### config.mk
export PLATFORM = sky130hd
export DESIGN_NAME = muldiv_unit
export DESIGN_NICKNAME = d
export VERILOG_FILES = /design/src/rtl/muldiv_pkg.sv /design/src/rtl/muldiv_datapath.sv /design/src/rtl/muldiv_unit.sv
export SDC_FILE = /design/constraint.sdc
export NUM_CORES = 1
export LEC_CHECK = 0
export ABC_AREA = 1
export CAP_MARGIN = 20
export CORE_MARGIN = 10
export CORE_UTILIZATION = 47
export CTS_CLUSTER_DIAMETER = 30
export CTS_CLUSTER_SIZE = 16
export DETAILED_ROUTE_END_ITERATION = 7
export GPL_ROUTABILITY_DRIVEN = 1
export GPL_TIMING_DRIVEN = 0
export PLACE_DENSITY_LB_ADDON = 0.15
export REMOVE_ABC_BUFFERS = 1
export SLEW_MARGIN = 5
export SYNTH_ARGS = -nofsm -noshare
export SYNTH_HDL_FRONTEND = slang
export SYNTH_HIERARCHICAL = 1
export SYNTH_SLANG_ARGS = --single-unit
export TNS_END_PERCENT = 5
### constraint.sdc
create_clock -name clk -period 2.9 [get_ports clk]
set_input_delay 0.29 -clock clk [delete_from_list [all_inputs] [get_ports clk]]
set_output_delay 0.29 -clock clk [all_outputs]
set_load 0.005 [all_outputs]
### src/rtl/muldiv_pkg.sv
// Shared decode constants and state encoding for the HI/LO multiply-divide unit.
package muldiv_pkg;

    localparam logic [5:0] FUNC_MFHI  = 6'h10;
    localparam logic [5:0] FUNC_MTHI  = 6'h11;
    localparam logic [5:0] FUNC_MFLO  = 6'h12;
    localparam logic [5:0] FUNC_MTLO  = 6'h13;
    localparam logic [5:0] FUNC_MULT  = 6'h18;
    localparam logic [5:0] FUNC_MULTU = 6'h19;
    localparam logic [5:0] FUNC_DIV   = 6'h1A;
    localparam logic [5:0] FUNC_DIVU  = 6'h1B;

    typedef enum logic [1:0] {
        MD_IDLE = 2'd0,
        MD_MUL  = 2'd1,
        MD_DIV  = 2'd2,
        MD_DONE = 2'd3
    } md_state_e;

endpackage

### src/rtl/muldiv_datapath.sv
// One-bit-per-cycle shift-add multiplier / restoring divider sharing one 2*WIDTH accumulator.
// Multiply: acc = {partial, multiplier}. Divide: acc = {remainder, dividend/quotient}.
module muldiv_datapath #(
    parameter int WIDTH = 32,
    parameter int CNT_W = $clog2(WIDTH) + 1
) (
    input  logic             clk,
    input  logic             rst_n,
    input  logic             load_i,
    input  logic             load_div_i,
    input  logic             step_i,
    input  logic             step_div_i,
    input  logic [WIDTH-1:0] a_i,
    input  logic [WIDTH-1:0] b_i,
    output logic             last_o,
    output logic [WIDTH-1:0] res_hi_o,
    output logic [WIDTH-1:0] res_lo_o
);

    logic [2*WIDTH-1:0] acc_q, acc_d;
    logic [WIDTH-1:0]   opnd_q;
    logic [CNT_W-1:0]   cnt_q;
    logic [WIDTH:0]     mul_sum;
    logic [WIDTH:0]     rsh;
    logic [WIDTH-1:0]   sub;
    logic               ge;

    always_comb begin
        mul_sum = {1'b0, acc_q[2*WIDTH-1:WIDTH]} + (acc_q[0] ? {1'b0, opnd_q} : '0);
        rsh     = {acc_q[2*WIDTH-1:WIDTH], acc_q[WIDTH-1]};
        ge      = rsh >= {1'b0, opnd_q};
        // remainder after a successful subtract is below the divisor, so WIDTH bits suffice
        sub     = rsh[WIDTH-1:0] - opnd_q;
        acc_d   = acc_q;
        if (step_i) begin
            if (step_div_i) begin
                if (ge) acc_d = {sub, acc_q[WIDTH-2:0], 1'b1};
                else    acc_d = {rsh[WIDTH-1:0], acc_q[WIDTH-2:0], 1'b0};
            end else begin
                acc_d = {mul_sum, acc_q[WIDTH-1:1]};
            end
        end
    end

    always_ff @(posedge clk or negedge rst_n) begin
        if (!rst_n) begin
            acc_q  <= '0;
            opnd_q <= '0;
            cnt_q  <= '0;
        end else if (load_i) begin
            opnd_q <= load_div_i ? b_i : a_i;
            acc_q  <= {{WIDTH{1'b0}}, (load_div_i ? a_i : b_i)};
            cnt_q  <= CNT_W'(WIDTH - 1);
        end else if (step_i) begin
            acc_q <= acc_d;
            if (cnt_q != '0) cnt_q <= cnt_q - 1'b1;
        end
    end

    // Results are taken from the step being applied, so commit lands on the last-iteration edge.
    assign last_o   = (cnt_q == '0);
    assign res_hi_o = acc_d[2*WIDTH-1:WIDTH];
    assign res_lo_o = acc_d[WIDTH-1:0];

endmodule

### src/rtl/muldiv_unit.sv
// HI/LO multiply-divide unit: func decode, control FSM and architectural HI/LO registers.
// Define MULDIV_SIGNED_EN to also accept signed MULT/DIV with commit-edge sign fix-up.
module muldiv_unit
    import muldiv_pkg::*;
#(
    parameter int WIDTH = 32,
    parameter int CNT_W = $clog2(WIDTH) + 1
) (
    input  logic             clk,
    input  logic             rst_n,
    input  logic             start,
    input  logic [5:0]       func,
    input  logic [WIDTH-1:0] src_a,
    input  logic [WIDTH-1:0] src_b,
    input  logic             flush,
    output logic             busy,
    output logic             done,
    output logic [WIDTH-1:0] hi,
    output logic [WIDTH-1:0] lo
);

    md_state_e        state_q;
    logic             busy_q, done_q;
    logic [WIDTH-1:0] hi_q, lo_q;

    logic             idle_like, accept, is_mul, is_div;
    logic [WIDTH-1:0] a_mag, b_mag;
    logic             dp_last;
    logic [WIDTH-1:0] dp_hi, dp_lo, res_hi, res_lo;

`ifdef MULDIV_SIGNED_EN
    logic             sgn_op;
    logic             neg_a_q, neg_b_q, bzero_q;
    logic             neg_p;
`endif

    assign idle_like = (state_q == MD_IDLE) || (state_q == MD_DONE);
    assign accept    = idle_like && start && !flush;

    always_comb begin
        is_mul = (func == FUNC_MULTU);
        is_div = (func == FUNC_DIVU);
        a_mag  = src_a;
        b_mag  = src_b;
`ifdef MULDIV_SIGNED_EN
        sgn_op = (func == FUNC_MULT) || (func == FUNC_DIV);
        if (func == FUNC_MULT) is_mul = 1'b1;
        if (func == FUNC_DIV)  is_div = 1'b1;
        if (sgn_op && src_a[WIDTH-1]) a_mag = -src_a;
        if (sgn_op && src_b[WIDTH-1]) b_mag = -src_b;
`endif
    end

    muldiv_datapath #(
        .WIDTH (WIDTH),
        .CNT_W (CNT_W)
    ) u_dp (
        .clk        (clk),
        .rst_n      (rst_n),
        .load_i     (accept && (is_mul || is_div)),
        .load_div_i (is_div),
        .step_i     ((state_q == MD_MUL || state_q == MD_DIV) && !flush),
        .step_div_i (state_q == MD_DIV),
        .a_i        (a_mag),
        .b_i        (b_mag),
        .last_o     (dp_last),
        .res_hi_o   (dp_hi),
        .res_lo_o   (dp_lo)
    );

    always_comb begin
        res_hi = dp_hi;
        res_lo = dp_lo;
`ifdef MULDIV_SIGNED_EN
        neg_p = neg_a_q ^ neg_b_q;
        if (state_q == MD_MUL) begin
            if (neg_p) {res_hi, res_lo} = -{dp_hi, dp_lo};
        end else begin
            // remainder follows the dividend sign, which also restores src_a on divide-by-zero
            res_hi = neg_a_q ? -dp_hi : dp_hi;
            if (bzero_q)    res_lo = '1;
            else if (neg_p) res_lo = -dp_lo;
        end
`endif
    end

    always_ff @(posedge clk or negedge rst_n) begin
        if (!rst_n) begin
            state_q <= MD_IDLE;
            busy_q  <= 1'b0;
            done_q  <= 1'b0;
            hi_q    <= '0;
            lo_q    <= '0;
`ifdef MULDIV_SIGNED_EN
            neg_a_q <= 1'b0;
            neg_b_q <= 1'b0;
            bzero_q <= 1'b0;
`endif
        end else begin
            done_q <= 1'b0;
            case (state_q)
                MD_IDLE, MD_DONE: begin
                    state_q <= MD_IDLE;
                    if (accept) begin
                        if (is_mul) begin
                            state_q <= MD_MUL;
                            busy_q  <= 1'b1;
                        end else if (is_div) begin
                            state_q <= MD_DIV;
                            busy_q  <= 1'b1;
                        end else if (func == FUNC_MTHI) begin
                            hi_q <= src_a;
                        end else if (func == FUNC_MTLO) begin
                            lo_q <= src_a;
                        end
`ifdef MULDIV_SIGNED_EN
                        neg_a_q <= sgn_op && src_a[WIDTH-1];
                        neg_b_q <= sgn_op && src_b[WIDTH-1];
                        bzero_q <= (src_b == '0);
`endif
                    end
                end
                MD_MUL, MD_DIV: begin
                    if (flush) begin
                        state_q <= MD_IDLE;
                        busy_q  <= 1'b0;
                    end else if (dp_last) begin
                        state_q <= MD_DONE;
                        busy_q  <= 1'b0;
                        done_q  <= 1'b1;
                        hi_q    <= res_hi;
                        lo_q    <= res_lo;
                    end
                end
                default: state_q <= MD_IDLE;
            endcase
        end
    end

    assign busy = busy_q;
    assign done = done_q;
    assign hi   = hi_q;
    assign lo   = lo_q;

endmodule
==> impl_metrics.toml <==
[finish]
areaGrowthSynthToFinish_pct = 27.6
fin_util_pct = 60.4
drive_above_1_share_pct = 16.3
nets = 2524
antenna_cells = 0
design_area_um2 = 18400

[placed_design]
io_buffers = 139
place_area_um2 = 16100
place_congestion = 0.938
hpwlAfterDp_um = 39400
pre_cts_slack_ns = -1.32

[detailed_routing]
routed_wl_um = 54700
vias = 15267
antenna_left = 0
drt_iter0_drc = 1222
firstDrtPassIters = 5
routedWlPerCell_um = 19.6
drc = 0
viasPerCell = 5.47

[worst_setup_path]
start_kind = "flip-flop"
required_ns = 3.22
path_class = "reg -> reg"
worstPathArrival_ns = 3.28
worst_setup_path_end_kind = "flip-flop"
cp_max_fo = 8

[clock_tree]
root_buffer = "clkbuf_16"
htree_levels = 4
cts_tree = "yes"
clk-insertion-delay-late_ns = 0.45
clock-sinks = 170
clk_pin_slew_worst_paths_ns = 0.07
clock_path_buffers = 2
cts_buffers = 17

[timing]
skew_ns = 0.00981
tightest_slew_ns = 0.768
rsz0062_at_grt = "true"
relSlewSlack_pct = 48.8
fin_hold_ws_ns = 0.412
setup_viol = 3
hold_violations = 0
finalCriticalPeriod_ns = 2.95
fin_crit_sh_pct = 102
fmax_ghz = 0.339
worst_slack_ns = -0.0530
maxSlewViolCount = 0

[pwr]
leakagePower_nw = 9.05
power.density_nw_per_um2 = 1180
vdd_drop_max_uv = 674

[min_path]
hold_class = "in -> async"

[synthesis]
synth_cell_type_count = 48
synth_seq_cells = 170
syn-cell-area_um2 = 14400
seq_area_frac_synth_pct = 29.6
synth.avg_cell_area_um2 = 6.37
yosysWarnings = 6
syn_inst = 2261
synthArstFlopShare_pct = 100
synth-main-ff-cell = "dfrtp_1"
synth_edf_count = 0

[die]
ios = 140
die_w_um = 195
dieArea_um2 = 38000
start_util_pct = 47.3
rows = 64
die_h_um = 195
core_um2 = 30400

[global_routing]
grt_pass1_vias = 14846
antenna_found_initial = 0
grt_max_degree = 89
grt_overflow = 0
grt_pass1_wl_um = 83300
grtUsageTotal_pct = 27.5

[flow_run]
maxCapViolations = 0

[run_status]
violations = "setup timing"
status = "finished, violations left"
[path summary, 6_finish.rpt]
kind	startpoint	end	slack, ns	depth (start not counted)
worst max-delay path	u_dp/acc_q[0]$_DFFE_PN0P_	hi[27]$_DFFE_PN0P_	-0.05	19
worst min-delay path	rst_n	lo[27]$_DFFE_PN0P_	0.41	2
worst max register to register	u_dp/acc_q[0]$_DFFE_PN0P_	hi[27]$_DFFE_PN0P_	-0.05	19
worst min register to register	lo[24]$_DFFE_PN0P_	lo[24]$_DFFE_PN0P_	0.47	2
max in group asynchronous	rst_n	u_dp/acc_q[47]$_DFFE_PN0P_	1.58	3
min in group clk	lo[24]$_DFFE_PN0P_	lo[24]$_DFFE_PN0P_	0.47	2
[layout by cell type, fill, tap and decap left out, types with 5 or more instances in the layout]
cell	netlist	final
nor2_2	9	22
xor2_1	7	7
clkdlybuf4s50_1	0	138
nand3_1	131	118
inv_6	0	5
nand2_1	712	668
buf_12	3	13
nor2_1	185	162
o21ai_2	3	7
o22ai_1	32	32
ha_1	67	16
dfrtp_2	0	10
a21oi_2	13	32
dfrtp_1	170	159
nand2_2	21	57
nand4_2	5	5
inv_2	4	15
xnor2_1	11	11
o21ai_0	240	217
nor2_4	10	21
nand3_2	26	37
ha_4	0	45
o21ai_1	2	18
ha_2	0	6
nor3_1	12	8
a21oi_1	100	76
a21boi_0	32	16
nand2_4	1	7
nand3b_1	7	7
clkbuf_16	0	18
inv_1	313	299
a21boi_1	0	15
nand4_1	9	9
a21oi_4	0	5
o21bai_1	7	7
or2_2	9	8
buf_4	3	30
[final cells by class]
type | instances | area (um^2)
Multi-Input combinational cell | 1682 | 9680
Timing Repair Buffer | 189 | 2040
Timing Repair inverter | 2 | 12.5
Fill cell | 2907 | 12100
Clock inverter | 14 | 186
Tap cell | 396 | 495
Sequential cell | 170 | 4270
Inverter | 319 | 1240
Clock buffer | 18 | 429
[logic make-up (layout without fill, tap and decap cells)]
kind of cell	count (synthesis)	after routing	synth area share, %
buf+inv	411	542	11.5
xor+xnor	18	18	1.10
flops	170	170	29.6
compound gates	442	442	17.1
simple gates	1151	1153	34.7
fa+ha+maj	69	69	6.10
[per-layer routing]
| layer | up-vias | GRT usage [%] | part of all wire [%] |
|---|---|---|---|
| met5 | - | 0 | 0 |
| met4 | 0 | 8.23 | 2.4 |
| met3 | 74 | 4.93 | 6.6 |
| met2 | 479 | 46.0 | 48 |
| met1 | 7248 | 35.4 | 43 |
| li1 | 7466 | - | - |
[where the power goes]
| group | switching [mW] | internal [mW] |
|---|---|---|
| logic | 9.16 | 5.76 |
| registers | 0.925 | 3.40 |
| clock network | 1.07 | 1.38 |
| total | 11.2 | 10.5 |
[sequential cells by signal, indices dropped and copies added (netlist names)]
register,count
u_dp/acc_q,64
hi,32
lo,32
u_dp/opnd_q,32
u_dp/cnt_q,6
state_q,2
busy,1
done,1
[timing repair]
item / CTS / global route
endpoints found under the hold margin: 86 / 0
buffers inserted: 21 / 10
pin swaps: 10 / 22
hold buffers: 1 / 0
endpoints found under the setup margin: 146 / 75
resized for setup: 79 / 220
gates cloned: 4 / 1
[synthesized netlist by cell type (2+ instances only)]
library cell	count	area, um^2
o21ai_1	2	10.0
a21o_1	4	30.0
xnor2_1	11	96.3
fa_1	2	40.0
a21boi_0	32	240
o21ai_2	3	26.3
o21a_1	2	15.0
dfrtp_1	170	4250
or2_2	9	56.3
nor4_1	2	12.5
nand3_4	2	35.0
nand2_1	712	2670
o22ai_1	32	200
nand3_1	131	656
a21oi_1	100	500
nand2_2	21	131
nor2_2	9	56.3
xor2_1	7	61.3
buf_6	4	45.0
clkbuf_1	63	236
nor3_1	12	60.1
buf_12	3	60.1
and2_1	5	31.3
ha_1	67	838
o21ai_0	240	1200
inv_1	313	1170
nand3b_1	7	52.6
nand3_2	26	260
or2_1	4	25.0
nand4_2	5	62.6
inv_2	4	15.0
clkinv_1	2	7.51
nor2_1	185	694
o21bai_1	7	52.6
buf_4	3	22.5
buf_2	18	90.1
a21oi_2	13	114
a31oi_1	2	12.5
nor2_4	10	113
nand4_1	9	56.3
[metrics by stage]
step	setup TNS [ns]	cells	total power, mW
3_5_place_dp	-104.88	2721	16.2
5_1_grt	-2.87	2790	23.4
2_1_floorplan	-619.96	2169	11.9
4_1_cts	-0.905	2779	19.8
3_3_place_gp	-2534.06	2704	17.4
6_report	-0.0804	2790	21.7
[critical path: stages, from the launching register on]
cell      delay, ns
dfrtp_4        0.58
nand2_1        0.09
inv_1          0.04
ha_1           0.21
fa_2           0.36
nand2_2        0.10
nand3_2        0.10
and2_4         0.18
nand2_1        0.08
nand2_2        0.11
nand2_1        0.09
nand2_2        0.10
nand3_2        0.12
nand2_1        0.06
nand2_1        0.07
nand3_2        0.09
nand3_2        0.13
nand2_1        0.07
a21boi_1       0.13
o21ai_0        0.10
Note: power is estimated with default switching activity, not from simulation.
